## src/rtl/hex_display_pkg.sv

```systemverilog
// Shared types and constants for the scrolling hex display: the mode
// encoding and the active-low segment patterns.
package hex_display_pkg;

  typedef enum logic [1:0] {
    MODE_STATIC = 2'b00,
    MODE_LEFT   = 2'b01,
    MODE_RIGHT  = 2'b10,
    MODE_PAUSE  = 2'b11
  } mode_e;

  localparam int MAX_DIGITS = 6;
  localparam int MAX_DEPTH  = 16;

  localparam logic [6:0] SEG_BLANK = 7'h7F;

  // Element n is the pattern for nibble n; segments a..g on bits 0..6.
  localparam logic [15:0][6:0] SEG_TABLE = {
    7'h0E, 7'h06, 7'h21, 7'h46, 7'h03, 7'h08, 7'h10, 7'h00,
    7'h78, 7'h02, 7'h12, 7'h19, 7'h30, 7'h24, 7'h79, 7'h40
  };

endpackage

```

## src/rtl/hex7seg.sv

```systemverilog
// Combinational hex nibble to active-low 7-segment decoder.
module hex7seg
  import hex_display_pkg::*;
(
  input  logic [3:0] nibble,
  output logic [6:0] seg
);

  assign seg = SEG_TABLE[nibble];

endmodule

```

## src/rtl/hex_scroll_display.sv

```systemverilog
// Message buffer of hex nibbles shown on N_DIGITS seven-segment digits,
// optionally scrolled left or right once per prescaler tick.
module hex_scroll_display
  import hex_display_pkg::*;
#(
  parameter int N_DIGITS = 6,
  parameter int DEPTH    = 16,
  parameter int TICK_DIV = 25_000_000
) (
  input  logic                  CLOCK_50,
  input  logic                  Reset,
  input  logic                  wr_en,
  input  logic [3:0]            wr_data,
  input  logic                  clear,
  input  logic [1:0]            mode,
  output logic [7*N_DIGITS-1:0] HEX,
  output logic [9:0]            LEDR
);

  if ((N_DIGITS < 1) || (N_DIGITS > MAX_DIGITS)) begin : g_bad_digits
    $error("hex_scroll_display: N_DIGITS must be 1..6");
  end
  if ((DEPTH < N_DIGITS) || (DEPTH > MAX_DEPTH) || ((DEPTH & (DEPTH - 1)) != 0)) begin : g_bad_depth
    $error("hex_scroll_display: DEPTH must be a power of two in N_DIGITS..16");
  end
  if (TICK_DIV < 2) begin : g_bad_div
    $error("hex_scroll_display: TICK_DIV must be >= 2");
  end

  localparam int              AW        = (DEPTH > 1) ? $clog2(DEPTH) : 1;
  localparam int              PW        = $clog2(TICK_DIV);
  localparam logic [4:0]      DEPTH_C   = 5'(DEPTH);
  localparam logic [PW-1:0]   TICK_LAST = PW'(TICK_DIV - 1);

  mode_e          mode_s;
  mode_e          mode_q;
  logic           mode_chg;
  logic [PW-1:0]  presc;
  logic           tick;

  logic [4:0]     count;
  logic           overflow;
  logic           do_write;
  logic [3:0]     mem [1 << AW];

  logic [3:0]     view_base;
  logic [3:0]     vb_next;
  logic [4:0]     vb_plus;

  logic [7*N_DIGITS-1:0] hex_next;
  logic                  scrolling;

  assign mode_s   = mode_e'(mode);
  assign mode_chg = (mode_s != mode_q);
  assign tick     = !mode_chg && (mode_s != MODE_PAUSE) && (presc == TICK_LAST);
  assign do_write = wr_en && !clear && (count < DEPTH_C);

  // Previous mode only feeds change detection; it needs no reset value
  // because the prescaler is forced to zero during Reset anyway.
  always_ff @(posedge CLOCK_50) begin
    // NOTE: sequential state uses non-blocking assignments so every register
    // samples pre-edge values regardless of block ordering.
    mode_q <= mode_s;
  end

  always_ff @(posedge CLOCK_50) begin
    if (Reset) begin
      presc <= '0;
    end else if (mode_chg) begin
      presc <= '0;
    end else if (mode_s == MODE_PAUSE) begin
      presc <= presc;
    end else if (tick) begin
      presc <= '0;
    end else begin
      presc <= presc + PW'(1);
    end
  end

  always_ff @(posedge CLOCK_50) begin
    if (Reset || clear) begin
      count    <= '0;
      overflow <= 1'b0;
    end else if (wr_en) begin
      if (count < DEPTH_C) begin
        count <= count + 5'd1;
      end else begin
        overflow <= 1'b1;
      end
    end
  end

  // NOTE: the message storage is deliberately not reset; count alone decides
  // which entries are meaningful, and leaving it resetless keeps it a RAM.
  always_ff @(posedge CLOCK_50) begin
    if (!Reset && do_write) begin
      mem[count[AW-1:0]] <= wr_data;
    end
  end

  // Wrap arithmetic stays below 2*count, so a compare replaces any modulo.
  assign vb_plus = {1'b0, view_base} + 5'd1;

  always_comb begin
    // NOTE: assigning the default first keeps every path driven, so no latch.
    vb_next = view_base;
    unique case (mode_s)
      MODE_STATIC: vb_next = '0;
      MODE_LEFT: begin
        if (tick && (count != 5'd0)) begin
          vb_next = (vb_plus == count) ? 4'd0 : vb_plus[3:0];
        end
      end
      MODE_RIGHT: begin
        if (tick && (count != 5'd0)) begin
          vb_next = (view_base == 4'd0) ? 4'(count - 5'd1) : view_base - 4'd1;
        end
      end
      MODE_PAUSE: vb_next = view_base;
    endcase
    if (clear) begin
      vb_next = '0;
    end
  end

  always_ff @(posedge CLOCK_50) begin
    if (Reset) begin
      view_base <= '0;
    end else begin
      view_base <= vb_next;
    end
  end

  // Position i counts from the left, so it drives digit N_DIGITS-1-i.
  for (genvar i = 0; i < N_DIGITS; i++) begin : g_pos
    logic [4:0]    raw;
    logic [AW-1:0] idx;
    logic [3:0]    nib;
    logic [6:0]    seg;

    assign raw = {1'b0, view_base} + 5'(i);
    assign idx = AW'((raw >= count) ? (raw - count) : raw);
    assign nib = mem[idx];

    hex7seg u_dec (
      .nibble (nib),
      .seg    (seg)
    );

    assign hex_next[7*(N_DIGITS-1-i) +: 7] = (5'(i) < count) ? seg : SEG_BLANK;
  end

  assign scrolling = ((mode_s == MODE_LEFT) || (mode_s == MODE_RIGHT)) && (count > 5'd1);

  always_ff @(posedge CLOCK_50) begin
    if (Reset) begin
      HEX  <= '1;
      LEDR <= '0;
    end else begin
      HEX  <= hex_next;
      LEDR <= {overflow, scrolling, 3'b000, count};
    end
  end

endmodule

```

## config.mk

```make
export PLATFORM = sky130hd
export DESIGN_NAME = hex_scroll_display
export DESIGN_NICKNAME = d
export VERILOG_FILES = /design/src/rtl/hex_display_pkg.sv /design/src/rtl/hex7seg.sv /design/src/rtl/hex_scroll_display.sv
export SDC_FILE = /design/constraint.sdc
export NUM_CORES = 1
export LEC_CHECK = 0
export ABC_CLOCK_PERIOD_IN_PS = 4800
export CORE_MARGIN = 2
export CORE_UTILIZATION = 51
export CTS_CLUSTER_SIZE = 8
export DETAILED_ROUTE_END_ITERATION = 7
export DONT_BUFFER_PORTS = 1
export PLACE_DENSITY = 0.8
export SYNTH_ARGS = -nofsm -noshare
export SYNTH_HDL_FRONTEND = slang
export SYNTH_HIERARCHICAL = 1
export SYNTH_SLANG_ARGS = --single-unit
```

## constraint.sdc

```tcl
create_clock -name CLOCK_50 -period 4.8 [get_ports CLOCK_50]
set_input_delay 0 -clock CLOCK_50 [delete_from_list [all_inputs] [get_ports CLOCK_50]]
set_output_delay 0 -clock CLOCK_50 [all_outputs]
set_load 0.005 [all_outputs]
```

* Yosys cells after proc, flatten, opt, wreduce, memory -nomap -nowiden *
Memories as Yosys holds them, arrays and structs flattened. A register that Yosys moved wholly into a read port is not among the register bits.
Cells that the tools add are included.

cells by class
  eq/ne operators = 9
  $lt $le $gt $ge = 14
  muxes and demuxes = 14
  add/sub/neg operators = 15
  bitwise logic cells = 8
  reduce and logical (&&, ||, !) cells = 26

operator list
  kind                   count
  $mux 4                 10
  $add 25x1->25 const B  1
  $eq 25x25->1 const B   1
  $ge 5x5->1             5
  $mux 25                1
  $sub 4x4->4            6
  $reduce_or 2->1        8
  $pmux 4 s3             1
  $add 4x2->5 const B    2
  $add 4x3->5 const B    2
  $lt 1x5->1 const A     2
  $lt 2x5->1 const A     2
  $lt 3x5->1 const A     2
  $not 1->1              8
  $sub 4x1->4 const B    2
  $logic_and 1x1->1      7
  $ne 2x2->1 const B     3
  $add 4x1->5 const B    1
  $add 5x1->5 const B    1
  $eq 5x5->1             1
  $ge 4x5->1             1
  $gt 5x1->1 const B     1
  $lt 5x5->1 const B     1
  $reduce_bool 5->1      1
  10 further kinds       16

word-level totals
  output and inout bits = 52
  bits in registers = 47
  memories kept = 7
  memory bits (writable) = 64
  input port bits = 10
  memory bits (read-only) = 672
  logic and storage cells = 100

memory list
  name             depth  width  rd ports  clocked after Yosys merged registers in  write ports  line          text
  (no name shown)  16     7      1         1                                        0            hex7seg.sv:9  assign seg = SEG_TABLE[nibble];
  (no name shown)  16     7      1         1                                        0            hex7seg.sv:9
  (no name shown)  16     7      1         1                                        0            hex7seg.sv:9
  (no name shown)  16     7      1         1                                        0            hex7seg.sv:9
  (no name shown)  16     7      1         1                                        0            hex7seg.sv:9
  (no name shown)  16     7      1         1                                        0            hex7seg.sv:9
  +1 memories      --     --     --        --                                       --           --

* Longest topological paths before layout *
Gate-level depths: netlist (run 1).

  depth in word-level cells = 7
  gate-level depth with buffers = 21
  depth with buffers taken out = 18

* Cells and area by module *
The synthesis (run 1) kept the hierarchy.

modules (own cells, without submodules)
  module              cells each  area an instance (µm²)  sequential area each (µm²)  instances
  hex_scroll_display  1,039       10,107.2                3,643.5                     1
  hex7seg             32          275.3                   0.0                         6

* Least setup slack after synthesis (run 1) *
Ideal clock, no wire load.

  kind = reg2reg
  start = register view_base[2]
  end = register HEX[3]
  data arrival time = 4,580 ps
  period minus slack after synthesis = 4,707 ps
  required time = 4,673 ps
  buffers on the path = 3
  slack = 93 ps
  stages on the path, launching flop included = 20
  path through = dfxtp_1 -> clkbuf_1 -> inv_1 -> ha_1 -> a21oi_1 -> xnor2_1 -> ha_1 -> nand2_1 -> o21ai_1 -> buf_2 -> a21oi_2 -> buf_2 -> mux2i_1 -> o22ai_1 -> or4_1 -> inv_1 -> ha_1 -> inv_1 -> mux4_1 -> or3_1

between the ends
  word-level cells in the longest chain between the ends = 4

RTL lines
  what                                              line                       text
  start, declared                                   hex_scroll_display.sv:46   logic [3:0] view_base;
  start signal, assigned                            hex_scroll_display.sv:130  view_base <= vb_next;
  $add 4x3->5 *                                     hex_scroll_display.sv:141  assign raw = {1'b0, view_base} + 5'(i);
  $sub 4x4->4 / $ge 5x5->1 (equally long branches)  hex_scroll_display.sv:142  assign idx = AW'((raw >= count) ? (raw - count) : raw);
  $mux 4 *                                          hex_scroll_display.sv:142
  $mem_v2 16x4 *                                    --
  named net g_pos[5].nib[0]                         hex_scroll_display.sv:138  logic [3:0] nib;
  end, declared                                     hex_scroll_display.sv:16   output logic [7*N_DIGITS-1:0] HEX,

The timed path passes the listed nets; every way through them passes the cells marked *.
A chain may end at the register's enable or synchronous reset.

* Worst setup path in the final report (run 1) *
  start = register view_base[0]
  end = register HEX[31]

between the ends
  word-level cells in the longest chain between the ends = 4

RTL lines
  what                                              line
  $add 4x1->5 *                                     hex_scroll_display.sv:141
  $sub 4x4->4 / $ge 5x5->1 (equally long branches)  hex_scroll_display.sv:142
  $mux 4 *                                          hex_scroll_display.sv:142
  $mem_v2 16x4 *                                    --
  named net g_pos[1].nib[1]                         hex_scroll_display.sv:138

Marked as above.

==> results of run 1 <==
[cell type report]
class / instances / area share (%)
multi-input combinational: 984 / 58.9
clock inverter: 15 / 1.36
inverter: 40 / 1.15
tap: 285 / 2.72
sequential: 150 / 27.8
timing repair buffer: 71 / 4.83
clock buffer: 17 / 3.25
[power by group]
group | switching, mW | internal [mW] | leakage [nW]
logic | 0.684 | 0.600 | 3.88
registers | 0.00880 | 1.34 | 1.27
clock network | 0.634 | 0.789 | 0.293
total | 1.33 | 2.73 | 5.44
[routing by layer]
metal	wire length (um)	share of wire, %	vias to the layer above	track usage (%)
li1	-	-	4559	-
met1	14300	44	4696	36.5
met2	14700	45	454	42.4
met3	2630	8.0	91	5.19
met4	1160	3.5	0	11.6
met5	0	0	-	0
[metrics by stage]
stage	cell area [sq um]	hold slack, ns	setup slack (ns)	power (mW)
finish	13100	0.0107	0.148	4.06
global route	13100	0.0733	-0.0224	4.23
CTS	12900	0.000596	0.0176	4.00
global placement	12200	0.0282	0.0829	2.54
floorplan	11800	0.0277	0.0933	2.35
detailed placement	12200	0.0281	-0.0345	2.57
[timing repair]
action                                  in CTS  in global routing
hold endpoints to repair                   119                  0
pin swaps                                    0                  4
buffers inserted                             0                 11
gates resized for setup                      1                 17
hold buffers                                10                  0
cloned                                       0                  0
endpoints found under the setup margin       1                 24
[cell usage after synthesis, types with 3 or more instances]
cell	count	share of area [%]
mux2i_1	241	21
nand4b_1	3	0.22
or3b_1	6	0.45
clkbuf_1	12	0.38
o32ai_1	4	0.30
a21oi_2	5	0.37
a22o_1	16	1.2
a32oi_1	6	0.45
fa_1	4	0.68
mux2_2	16	1.5
o21bai_1	3	0.19
o21a_1	6	0.38
ha_1	83	8.8
a32o_1	6	0.51
a21oi_1	42	1.8
nor2b_1	12	0.64
or3_1	25	1.3
xor2_1	19	1.4
nor4_1	3	0.16
buf_2	22	0.94
nand2_1	102	3.3
a21o_1	7	0.45
nor3_1	8	0.34
and2_1	3	0.16
and2b_2	6	0.45
dfxtp_1	86	15
nand3_1	43	1.8
o21ai_0	26	1.1
o211ai_1	11	0.70
a22oi_1	15	0.96
o22ai_1	34	1.8
xnor2_1	26	1.9
o31a_1	3	0.22
nor2_1	102	3.3
or2_2	10	0.53
mux4_1	6	1.3
buf_6	8	0.77
inv_1	40	1.3
buf_4	16	1.0
or4_1	9	0.57
nand4_1	9	0.48
edfxtp_1	64	16
nand2b_1	28	1.5
[sequential cells by signal, indices dropped and copies added, names as in the netlist]
name	flops
view_base	4
presc	25
mode_q	2
HEX	42
overflow	1
count	5
LEDR	7
mem	64
[logic make-up (layout without fill, tap and decap cells)]
group                      Yosys count  after routing
adders and majority gates           87             87
xor gates and xnor gates            45             45
muxes                              265            265
buffers and inverters               99            143
other                                1              3
and+or+nand+nor                    381            381
DFF                                150            150
AOI/OAI and AO/OA                  203            203
[worst reg2reg max path, stage by stage (launching register included)]
cell      delay [ns]
dfxtp_1         0.39
inv_1           0.08
ha_1            0.32
ha_1            0.32
nor2b_1         0.16
o31a_1          0.30
o31a_1          0.37
or2_1           0.35
o21ai_2         0.30
nor2b_1         0.35
nand3_1         0.11
o211ai_1        0.21
inv_1           0.18
ha_1            0.31
inv_1           0.05
mux4_1          0.46
or2_2           0.29
[worst max path at each step]
stage / from / end
after floorplan: view_base[2] / HEX[3]
after global placement: view_base[1] / HEX[31]
after detailed placement: view_base[1] / HEX[31]
after CTS: view_base[1] / HEX[31]
after global routing: view_base[0] / HEX[31]
final: view_base[0] / HEX[31]
==> summary.md, run 1 <==
| Metric | Value |
|---|---|
| Endpoints failing setup | `0` |
| Non-Filler Instances | `~1600` |
| Simple-gate share of the synthesized area | `between 10% and 20%` |
| Complex-gate fraction of the synthesized area | `roughly an eighth` |
| Worst R2R Start | `view_base[0]` |
| Crit path required time | `~5 ns` |
| Main synth FF type | `dfxtp_1` |
| Avg Inst Size Synth | `9.55 sq um` |
| Via count | `9800` |
| Via-per-instance ratio | `6.27` |
| Synth Area in Adders | `a little under a tenth` |
| Maxcap violations | `0` |
| Worst Hold Class | `in -> reg` |
| Post-Syn Instances | `between 1000 and 1500` |
| Fin Setup TNS | `0 ns` |
| Worst-case clock skew | `approximately 0.013 ns` |
| Post-synthesis mux area share | `roughly a quarter` |
| Worst Hold Path EP | `presc[0]` |
| Area occupied by multi-input gates | `approximately 7700 sq um` |
| WP buf/inv | `3` |
| Root Buffer | `clkbuf_16` |
| Post-synthesis register bit count | `150` |
| Hold path depth | `3` |
| Crit-path cells | `inv_1 > ha_1 > ha_1 > nor2b_1 > o31a_1 > o31a_1 > or2_1 > o21ai_2 > nor2b_1 > nand3_1 > o211ai_1 > inv_1 > ha_1 > inv_1 > mux4_1 > or2_2` |
| Status | `complete, no violations` |
| Worst R2R Path Depth | `16` |
| Startpoint Class | `flip-flop` |
| PortBufs | `0` |
| Share of layout cells above drive strength 1 | `12.1%` |
| Global-route wire length before repair | `between 50000 and 60000 um` |
| Utilization after layout | `between 50% and 60%` |
| Num CTS Buffers | `17` |
| Final-report hold violation count | `0` |
| Core area | `about 23000 sq um` |
| Filler cells | `~1900` |
| Top delay family on crit path | `simple AND/OR/NAND/NOR gates` |
| Die X | `roughly 160 um` |
| Critical Path Fanout Max | `5` |
| XOR/XNOR share of the synthesized area | `3.35%` |
| Pin count of the biggest net entering global routing | `34` |
| Layout Nets | `approximately 1400` |
| Commonest non-fill, non-tap cell in the layout | `mux2i_1` |
| Final global-route overflow total | `0` |
| DP Cell Count | `~1500` |
| Clock Latency Late Sink | `~0.45 ns` |
| IO Count | `62` |
| Reg area | `3640 sq um` |
| Detail Route Antenna Nets | `0` |
| Slowest CP cell | `mux4_1` |
| Routed wire per std cell | `around 21 um` |
| Slew of the pin with the lowest slew margin | `around 1.1 ns` |
| Total track usage | `between 20% and 30%` |
| Detail Placement HPWL | `about 24000 um` |
| Slew headroom | `a little over a quarter` |
| Routed WL | `32800 um` |
| Max incr delay on CP | `0.46 ns` |
| Asr flop ratio synth | `0%` |
| Period utilization | `between 90% and 100%` |
| Fmax | `215 MHz` |
| Initial antenna violation count | `0` |
| Leakage | `5.44 nW` |
| Post-synth cell types | `71` |
| Clock slew at reported path FFs | `~0.07 ns` |
| Vias in the first global route | `about 9500` |
| Synth Cell Area | `11800 sq um` |
| Most frequent cells in the layout | `mux2i_1, nand2_1, nor2_1, dfxtp_1, ha_1` |
| Crit path depth | `16` |
| Arrival time at the worst endpoint | `4.99 ns` |
| Register area share after synthesis | `31.0%` |
| Row cnt | `55` |
| YS warnings | `6` |
| ANT cells | `0` |
| Worst Hold Launch | `mode[1]` |
| GP Congestion | `~1.0` |
| Largest family of logic cells by synthesized area | `multiplexers` |
| CTS tree | `built` |
| Critical R2R Capture | `HEX[31]` |
| Clock buffer depth | `2` |
| Post-synth EDFFs | `64` |
| Worst vdd ir | `227 uV` |
| DRT iter0 DRCs | `~950` |
| DRC viols | `0` |
| Fin. max-slew vios | `0` |
| Sink Count | `150` |
| Crit path capture type | `flip-flop` |
| DR pass1 iterations | `7` |
| Die area | `24300 sq um` |
| Chip height | `roughly 160 um` |
| Flop2flop setup slack | `about 0.15 ns` |
| Initial Utilization | `between 50% and 60%` |
| Critical path type | `reg -> reg` |
| Tmin final | `~4.7 ns` |
| Power Dens Cells | `just over 300 nW/um^2` |
| Area grow syn2layout | `11.4%` |
| CTS H-tree depth | `4` |
(Power assumes the default switching activity.)
==> run 2, diff against run 1 <==
Settings changed: ABC_CLOCK_PERIOD_IN_PS 4800 to 4950, PLACE_DENSITY 0.8 to 0.77.
Clock period 4.8 ns to 4.95 ns, I/O delays scaled along.
==> summary.md, run 2 (synthesized netlist as in run 1, its figures left out) <==
| Metric | Value |
|---|---|
| Critical Path Fanout Max | `13 (+8)` |
| Die X | `156 um (unchanged)` |
| WP buf/inv | `4 (+1)` |
| Tmin final | `4.90 ns (+0.245 ns)` |
| Crit-path cells | `inv_1 > ha_1 > ha_1 > inv_1 > o21bai_1 > a21oi_1 > mux2i_1 > nor2b_1 > a22oi_1 > o211ai_1 > inv_1 > ha_1 > inv_1 > mux4_1 > nand2b_1` |
| Worst Hold Path EP | `HEX[24]` |
| Critical path type | `reg -> reg` |
| Setup crit start | `view_base[3]` |
| Fin Setup TNS | `0 ns (unchanged)` |
| Initial antenna violation count | `1 (+1)` |
| Slew of the pin with the lowest slew margin | `1.00 ns (-0.0904 ns)` |
| Routing usage on met2 | `42.3% (-0.11 points)` |
| Worst R2R Path Depth | `15 (-1)` |
| Routed wire per std cell | `20.7 um (-1.3%)` |
| RSZ-0062 raised after global routing | `yes` |
| CTS tree | `built` |
| Root Buffer | `clkbuf_16` |
| Total track usage | `26.7% (-0.32 points)` |
| Global-route wire length before repair | `50200 um (-1.1%)` |
| DRC viols | `0 (unchanged)` |
| CTS H-tree depth | `4 (unchanged)` |
| Top delay family on crit path | `multiplexers` |
| Via count | `9588 (-2.2%)` |
| Hold path depth | `2 (-1)` |
| Met3 Use GR | `5.08% (-0.11 points)` |
| Utilization after layout | `57.2% (-0.64 points)` |
| Final-report hold violation count | `0 (unchanged)` |
| Initial Utilization | `51.9% (unchanged)` |
| Power Dens Cells | `298 nW/um^2 (-3.9%)` |
| Fmax | `204 MHz (-5.0%)` |
| Chip height | `156 um (unchanged)` |
| Num CTS Buffers | `17 (unchanged)` |
| Sink Count | `150 (unchanged)` |
| Slowest CP cell | `dfxtp_1` |
| ANT cells | `0 (unchanged)` |
| Arrival time at the worst endpoint | `5.21 ns (+0.22 ns)` |
| Core area | `22600 sq um (unchanged)` |
| Worst Hold Launch | `Reset` |
| Final global-route overflow total | `0 (unchanged)` |
| Area grow syn2layout | `10.2%` |
| Clock buffer depth | `2 (unchanged)` |
| DRT iter0 DRCs | `997 (+5.3%)` |
| Crit path required time | `5.26 ns (+0.12 ns)` |
| Worst path most repeated cell | `inv_1` |
| Filler cells | `1869 (-0.11%)` |
| Clock slew at reported path FFs | `0.08 ns (about the same)` |
| Worst Hold Class | `in -> reg` |
| Fin. max-slew vios | `0 (unchanged)` |
| Endpoints failing setup | `0 (unchanged)` |
| Most frequent cells in the layout | `mux2i_1, nand2_1, nor2_1, dfxtp_1, ha_1` |
| Startpoint Class | `flip-flop` |
| GP Congestion | `0.988 (-4.6%)` |
| Maxcap violations | `0 (unchanged)` |
| Max FFs per register | `64 (unchanged)` |
| Met1 usage | `36.5% (+0.080 points)` |
| Detail Route Antenna Nets | `0 (unchanged)` |
| Via-per-instance ratio | `6.19 (-1.4%)` |
| Flop2flop setup slack | `0.05 ns (-0.09 ns)` |
| Crit path capture type | `flip-flop` |
| Total power | `3.86 mW (-4.9%)` |
| Detail Placement HPWL | `24100 um (+1.0%)` |
| Share of layout cells above drive strength 1 | `10.4% (-1.6 points)` |
| Max incr delay on CP | `0.73 ns (+0.27 ns)` |
| DR pass1 iterations | `6 (-1)` |
| Routed WL | `32100 um (-2.0%)` |
| Pin count of the biggest net entering global routing | `34 (unchanged)` |
| Status | `complete, no violations` |
| Die area | `24300 sq um (unchanged)` |
| Slew headroom | `33.0% (+6.0 points)` |
| Busiest grt layer | `met2` |
| Layout Nets | `1349 (-0.88%)` |
| Period utilization | `98.9% (+2.0 points)` |
| Hold Slack | `0.00624 ns (-0.00447 ns)` |
| Worst-case clock skew | `0.0137 ns (+0.000576 ns)` |
| Clock Latency Late Sink | `0.45 ns (about the same)` |
| Worst R2R Start | `view_base[3]` |
| Worst vdd ir | `241 uV (+6.0%)` |
| PortBufs | `0 (unchanged)` |
| Commonest non-fill, non-tap cell in the layout | `mux2i_1` |
| IO Count | `62 (unchanged)` |
| Critical R2R Capture | `HEX[10]` |
| Vias in the first global route | `9075 (-4.0%)` |
| Leakage | `5.38 nW (-1.2%)` |
| Row cnt | `55 (unchanged)` |
[run 2: cell count changes in the layout (fill, tap and decap cells not counted), moves of 2 or more]
cell / before / now
or4_1: 5 / 9
buf_4: 55 / 43
or4_4: 4 / 0
inv_6: 6 / 4
clkinv_4: 0 / 2
mux2i_1: 239 / 241
[run 2: worst reg2reg max path: stages, from the launching register on]
cell	delay (ns)
dfxtp_1	0.73
inv_1	0.12
ha_1	0.34
ha_1	0.33
inv_1	0.11
o21bai_1	0.08
a21oi_1	0.48
mux2i_1	0.60
nor2b_1	0.35
a22oi_1	0.17
o211ai_1	0.26
inv_1	0.22
ha_1	0.33
inv_1	0.05
mux4_1	0.47
nand2b_1	0.15
[run 2: where the power goes]
group	internal, mW	switching, mW	total [mW]
clock	0.717	0.614	1.33
sequential	1.30	0.00896	1.31
combinational	0.560	0.657	1.22
[run 2: what timing repair did]
item / CTS / global route
gates resized for setup: 0 / 8
setup endpoints to repair: 0 / 22
endpoints found under the hold margin: 118 / 0
buffers inserted: 0 / 6
hold buffers: 10 / 0
[run 2: worst max path at each step]
stage          endpoint  slack [ns]  cells after the start
2_1_floorplan    HEX[3]        0.24                     19
3_3_place_gp    HEX[17]        0.18                     18
3_5_place_dp    HEX[31]        0.09                     16
4_1_cts         HEX[17]        0.07                     18
5_1_grt         HEX[31]       -0.07                     17
6_report        HEX[10]        0.05                     15
[run 2: cell type report]
| class | instances | area, sq um | share of cell area (%) |
|---|---|---|---|
| multi-input cells | 984 | 7670 | 59.3 |
| inverters | 40 | 150 | 1.16 |
| clock inverters | 14 | 154 | 1.19 |
| repair buffers | 59 | 543 | 4.19 |
| flip-flops and latches | 150 | 3640 | 28.1 |
| clock buffers | 18 | 429 | 3.31 |
| well taps | 285 | 357 | 2.75 |
[run 2: per-layer routing]
| layer | vias up | routed length (um) |
|---|---|---|
| met4 | 0 | 847 |
| li1 | 4540 | - |
| met1 | 4547 | 14000 |
| met5 | - | 0 |
| met2 | 443 | 14400 |
| met3 | 58 | 2800 |
[run 2: metrics by stage]
step / area [sq um] / setup WS [ns] / instances
CTS: 12900 / 0.0715 / 1544
global placement: 12200 / 0.183 / 1502
detailed placement: 12200 / 0.0920 / 1502
finish: 13000 / 0.0533 / 1550
global route: 13000 / -0.0697 / 1550
floorplan: 11800 / 0.243 / 1233
==> run 3, diff against run 2 <==
Settings changed: ABC_AREA from default to 1.
==> summary.md, run 3 <==
| Metric | Value |
|---|---|
| Status | `finished with violations` |
| Failing checks | `DRC` |
| DP Cell Count | `2208 (+47%)` |
| DR pass1 iterations | `8 (+2)` |
| PortBufs | `0 (unchanged)` |
| Critical R2R Capture | `HEX[8]` |
| Post-synthesis register bit count | `150 (unchanged)` |
| Final global-route overflow total | `0 (unchanged)` |
| Core area | `24300 sq um (+7.4%)` |
| Avg Inst Size Synth | `6.56 sq um (-31%)` |
| DRT iter0 DRCs | `1521 (+53%)` |
| Slew headroom | `33.4% (+0.33 points)` |
| Largest cells by area after synthesis | `nand2_1, nand3_1, edfxtp_1` |
| Int Pwr | `2.46 mW (-4.3%)` |
| Crit path required time | `5.25 ns (about the same)` |
| Setup crit start | `view_base[2]` |
| Setup Buffers After CTS | `0 (unchanged)` |
| Area after DPL | `12700 sq um (+4.6%)` |
| Synth Cell Area | `12700 sq um (+7.7%)` |
| Flop2flop setup slack | `0.33 ns (+0.27 ns)` |
| Total track usage | `32.4% (+5.7 points)` |
| Worst Hold Class | `in -> reg` |
| Commonest cells in the netlist | `nand2_1, nand3_1, inv_1, dfxtp_1, ha_1` |
| Sink Count | `150 (unchanged)` |
| CTS H-tree depth | `4 (unchanged)` |
| Detail Placement HPWL | `28600 um (+19%)` |
| Clock buffer depth | `2 (unchanged)` |
| Worst R2R Start | `view_base[2]` |
| Tmin final | `4.62 ns (-0.273 ns)` |
| Chip height | `162 um (+3.7%)` |
| Combinational share of power | `35.7% (+4.2 points)` |
| Routed wire per std cell | `18.9 um (-9.0%)` |
| Non-Filler Instances | `2251 (+45%)` |
| Design area | `13500 sq um (+4.1%)` |
| Leakage | `6.25 nW (+16%)` |
| DRC viols | `2 (+2)` |
| CTS tree | `built` |
| Fin. max-slew vios | `0 (unchanged)` |
| Pin count of the biggest net entering global routing | `33 (-2.9%)` |
| Final-report hold violation count | `0 (unchanged)` |
| Post-synth EDFFs | `64 (unchanged)` |
| Main synth FF type | `dfxtp_1` |
| Initial antenna violation count | `0 (-1)` |
| Placement Setup Slack | `0.527 ns (+0.435 ns)` |
| Die X | `162 um (+3.7%)` |
| Area grow syn2layout | `6.43%` |
| Commonest non-fill, non-tap cell in the layout | `nand2_1` |
| Total power | `4.15 mW (+7.7%)` |
| Post-synth top area share | `19.6% (-0.90 points)` |
| Num CTS Buffers | `17 (unchanged)` |
| Row cnt | `57 (+3.6%)` |
| Arrival time at the worst endpoint | `4.92 ns (-0.29 ns)` |
| Worst R2R Path Depth | `19 (+4)` |
| GP Congestion | `1.01 (+2.6%)` |
| Most frequent cell after synthesis | `nand2_1` |
| Routed WL | `42500 um (+32%)` |
| Asr flop ratio synth | `0% (unchanged)` |
| Filler cells | `2350 (+26%)` |
| Post-synth cell types | `49 (-31%)` |
| Fin Setup TNS | `0 ns (unchanged)` |
| Critical path type | `reg -> reg` |
| Register area share after synthesis | `28.8% (-2.2 points)` |
| Startpoint Class | `flip-flop` |
| Clock power share | `32.7% (-1.8 points)` |
| Share of layout cells above drive strength 1 | `6.96% (-3.5 points)` |
| Area occupied by multi-input gates | `7670 sq um (about the same)` |
| Global-route wire length before repair | `65700 um (+31%)` |
| RSZ-0062 raised after global routing | `no` |
| Via-per-instance ratio | `5.88 (-4.9%)` |
| Vias in the first global route | `12058 (+33%)` |
| YS warnings | `6 (unchanged)` |
| Sequential Power Share | `31.6% (-2.3 points)` |
| Cell taking the most area after synthesis | `nand2_1` |
| Final worst setup slack | `0.327 ns (+0.273 ns)` |
| IO Count | `62 (unchanged)` |
| Crit path capture type | `flip-flop` |
| Via count | `13240 (+38%)` |
| Post-Syn Instances | `1932 (+57%)` |
| Worst-case clock skew | `0.0138 ns (+0.0000552 ns)` |
| Most frequent cells in the layout | `nand2_1, nand3_1, inv_1, dfxtp_1, ha_1` |
| Die area | `26100 sq um (+7.5%)` |
| Worst vdd ir | `205 uV (-15%)` |
| Power Dens Cells | `308 nW/um^2 (+3.5%)` |
| Root Buffer | `clkbuf_16` |
| Critical Path Fanout Max | `22 (+9)` |
| Clock Latency Late Sink | `0.44 ns (about the same)` |
| Sw power | `1.69 mW (+32%)` |
| Clock slew at reported path FFs | `0.08 ns (about the same)` |
| Layout Nets | `2010 (+49%)` |
| Period utilization | `93.4% (-5.5 points)` |
| Detail Route Antenna Nets | `0 (unchanged)` |
| Reg area | `3640 sq um (about the same)` |
| Maxcap violations | `0 (unchanged)` |
| Max FFs per register | `64 (unchanged)` |
| Switching part of the total | `40.6% (+7.4 points)` |
| Initial Utilization | `52.1% (+0.15 points)` |
| Fmax | `216 MHz (+5.9%)` |
| Slew of the pin with the lowest slew margin | `0.995 ns (-0.00954 ns)` |
| Endpoints failing setup | `0 (unchanged)` |
| CP Capture Point | `HEX[8]` |
## run 3: cell type report
| type | instances | area share [%] |
|---|---|---|
| clock inverters | 15 | 1.55 |
| multi-input cells | 1481 | 56.9 |
| repair buffers | 29 | 1.80 |
| diodes | 1 | 0.0186 |
| flip-flops and latches | 150 | 27.0 |
| inverters | 234 | 6.55 |
| well taps | 324 | 3.01 |
| clock buffers | 17 | 3.16 |
## run 3: worst min-delay path by stage
stage | slack [ns] | end | start | cells past startpoint
6_report | 0.01 | presc[1] | mode[0] | 3
5_1_grt | 0.04 | presc[1] | mode[0] | 3
4_1_cts | 0.002 | presc[1] | mode[0] | 3
3_5_place_dp | 0.03 | mode_q[1] | mode[1] | 0
3_3_place_gp | 0.03 | mode_q[1] | mode[1] | 0
2_1_floorplan | 0.03 | mode_q[0] | mode[0] | 0
## run 3: worst max-delay path, cell delays in order (launching register included)
cell	delay (ns)
dfxtp_1	0.62
inv_1	0.28
ha_1	0.39
ha_1	0.33
nand2_1	0.10
inv_1	0.08
a21oi_4	0.20
nand4_1	0.54
nand2_2	0.62
nand2_1	0.14
nand3_1	0.11
nand3_1	0.07
nand3_1	0.09
nand2_1	0.18
inv_1	0.20
ha_1	0.28
nand3_1	0.09
nand2_1	0.06
inv_1	0.05
nand2_1	0.04
## run 3: kinds of logic after synthesis
kind of cell	Yosys count	synth area share [%]
adders and majority gates	87	8.83
other	1	0.0296
and+or+nand+nor	1266	44.5
DFF	150	28.8
buffers and inverters	303	10.7
xor gates and xnor gates	21	1.45
AOI/OAI and AO/OA	104	5.64
## run 3: power by group through the flow
stage | clock network (mW) | registers [mW] | logic, mW
floorplan | 0 | 1.34 | 1.22
global placement | 0 | 1.34 | 1.39
detailed placement | 0 | 1.34 | 1.42
CTS | 1.37 | 1.31 | 1.44
global route | 1.43 | 1.31 | 1.68
finish | 1.36 | 1.31 | 1.48
## run 3: per-layer routing
metal	share of wire, %	routed length (um)	track usage [%]	up-vias
met5	0	0	1.14	-
met4	7.3	3090	19.9	0
met3	12	5300	9.30	225
met2	42	17800	48.9	857
met1	38	16300	40.8	5920
li1	-	-	-	6238
## run 3: repair_timing
action                    in CTS  in global routing
resized for setup              0                  0
hold endpoints to repair     125                  0
hold buffers                  10                  0
## run 3: per-stage QoR
step | util [%] | hold slack, ns
CTS | 55.4 | 0.00180
global route | 55.4 | 0.0420
finish | 55.4 | 0.00979
floorplan | - | 0.0277
detailed placement | 52.4 | 0.0279
global placement | 52.4 | 0.0279
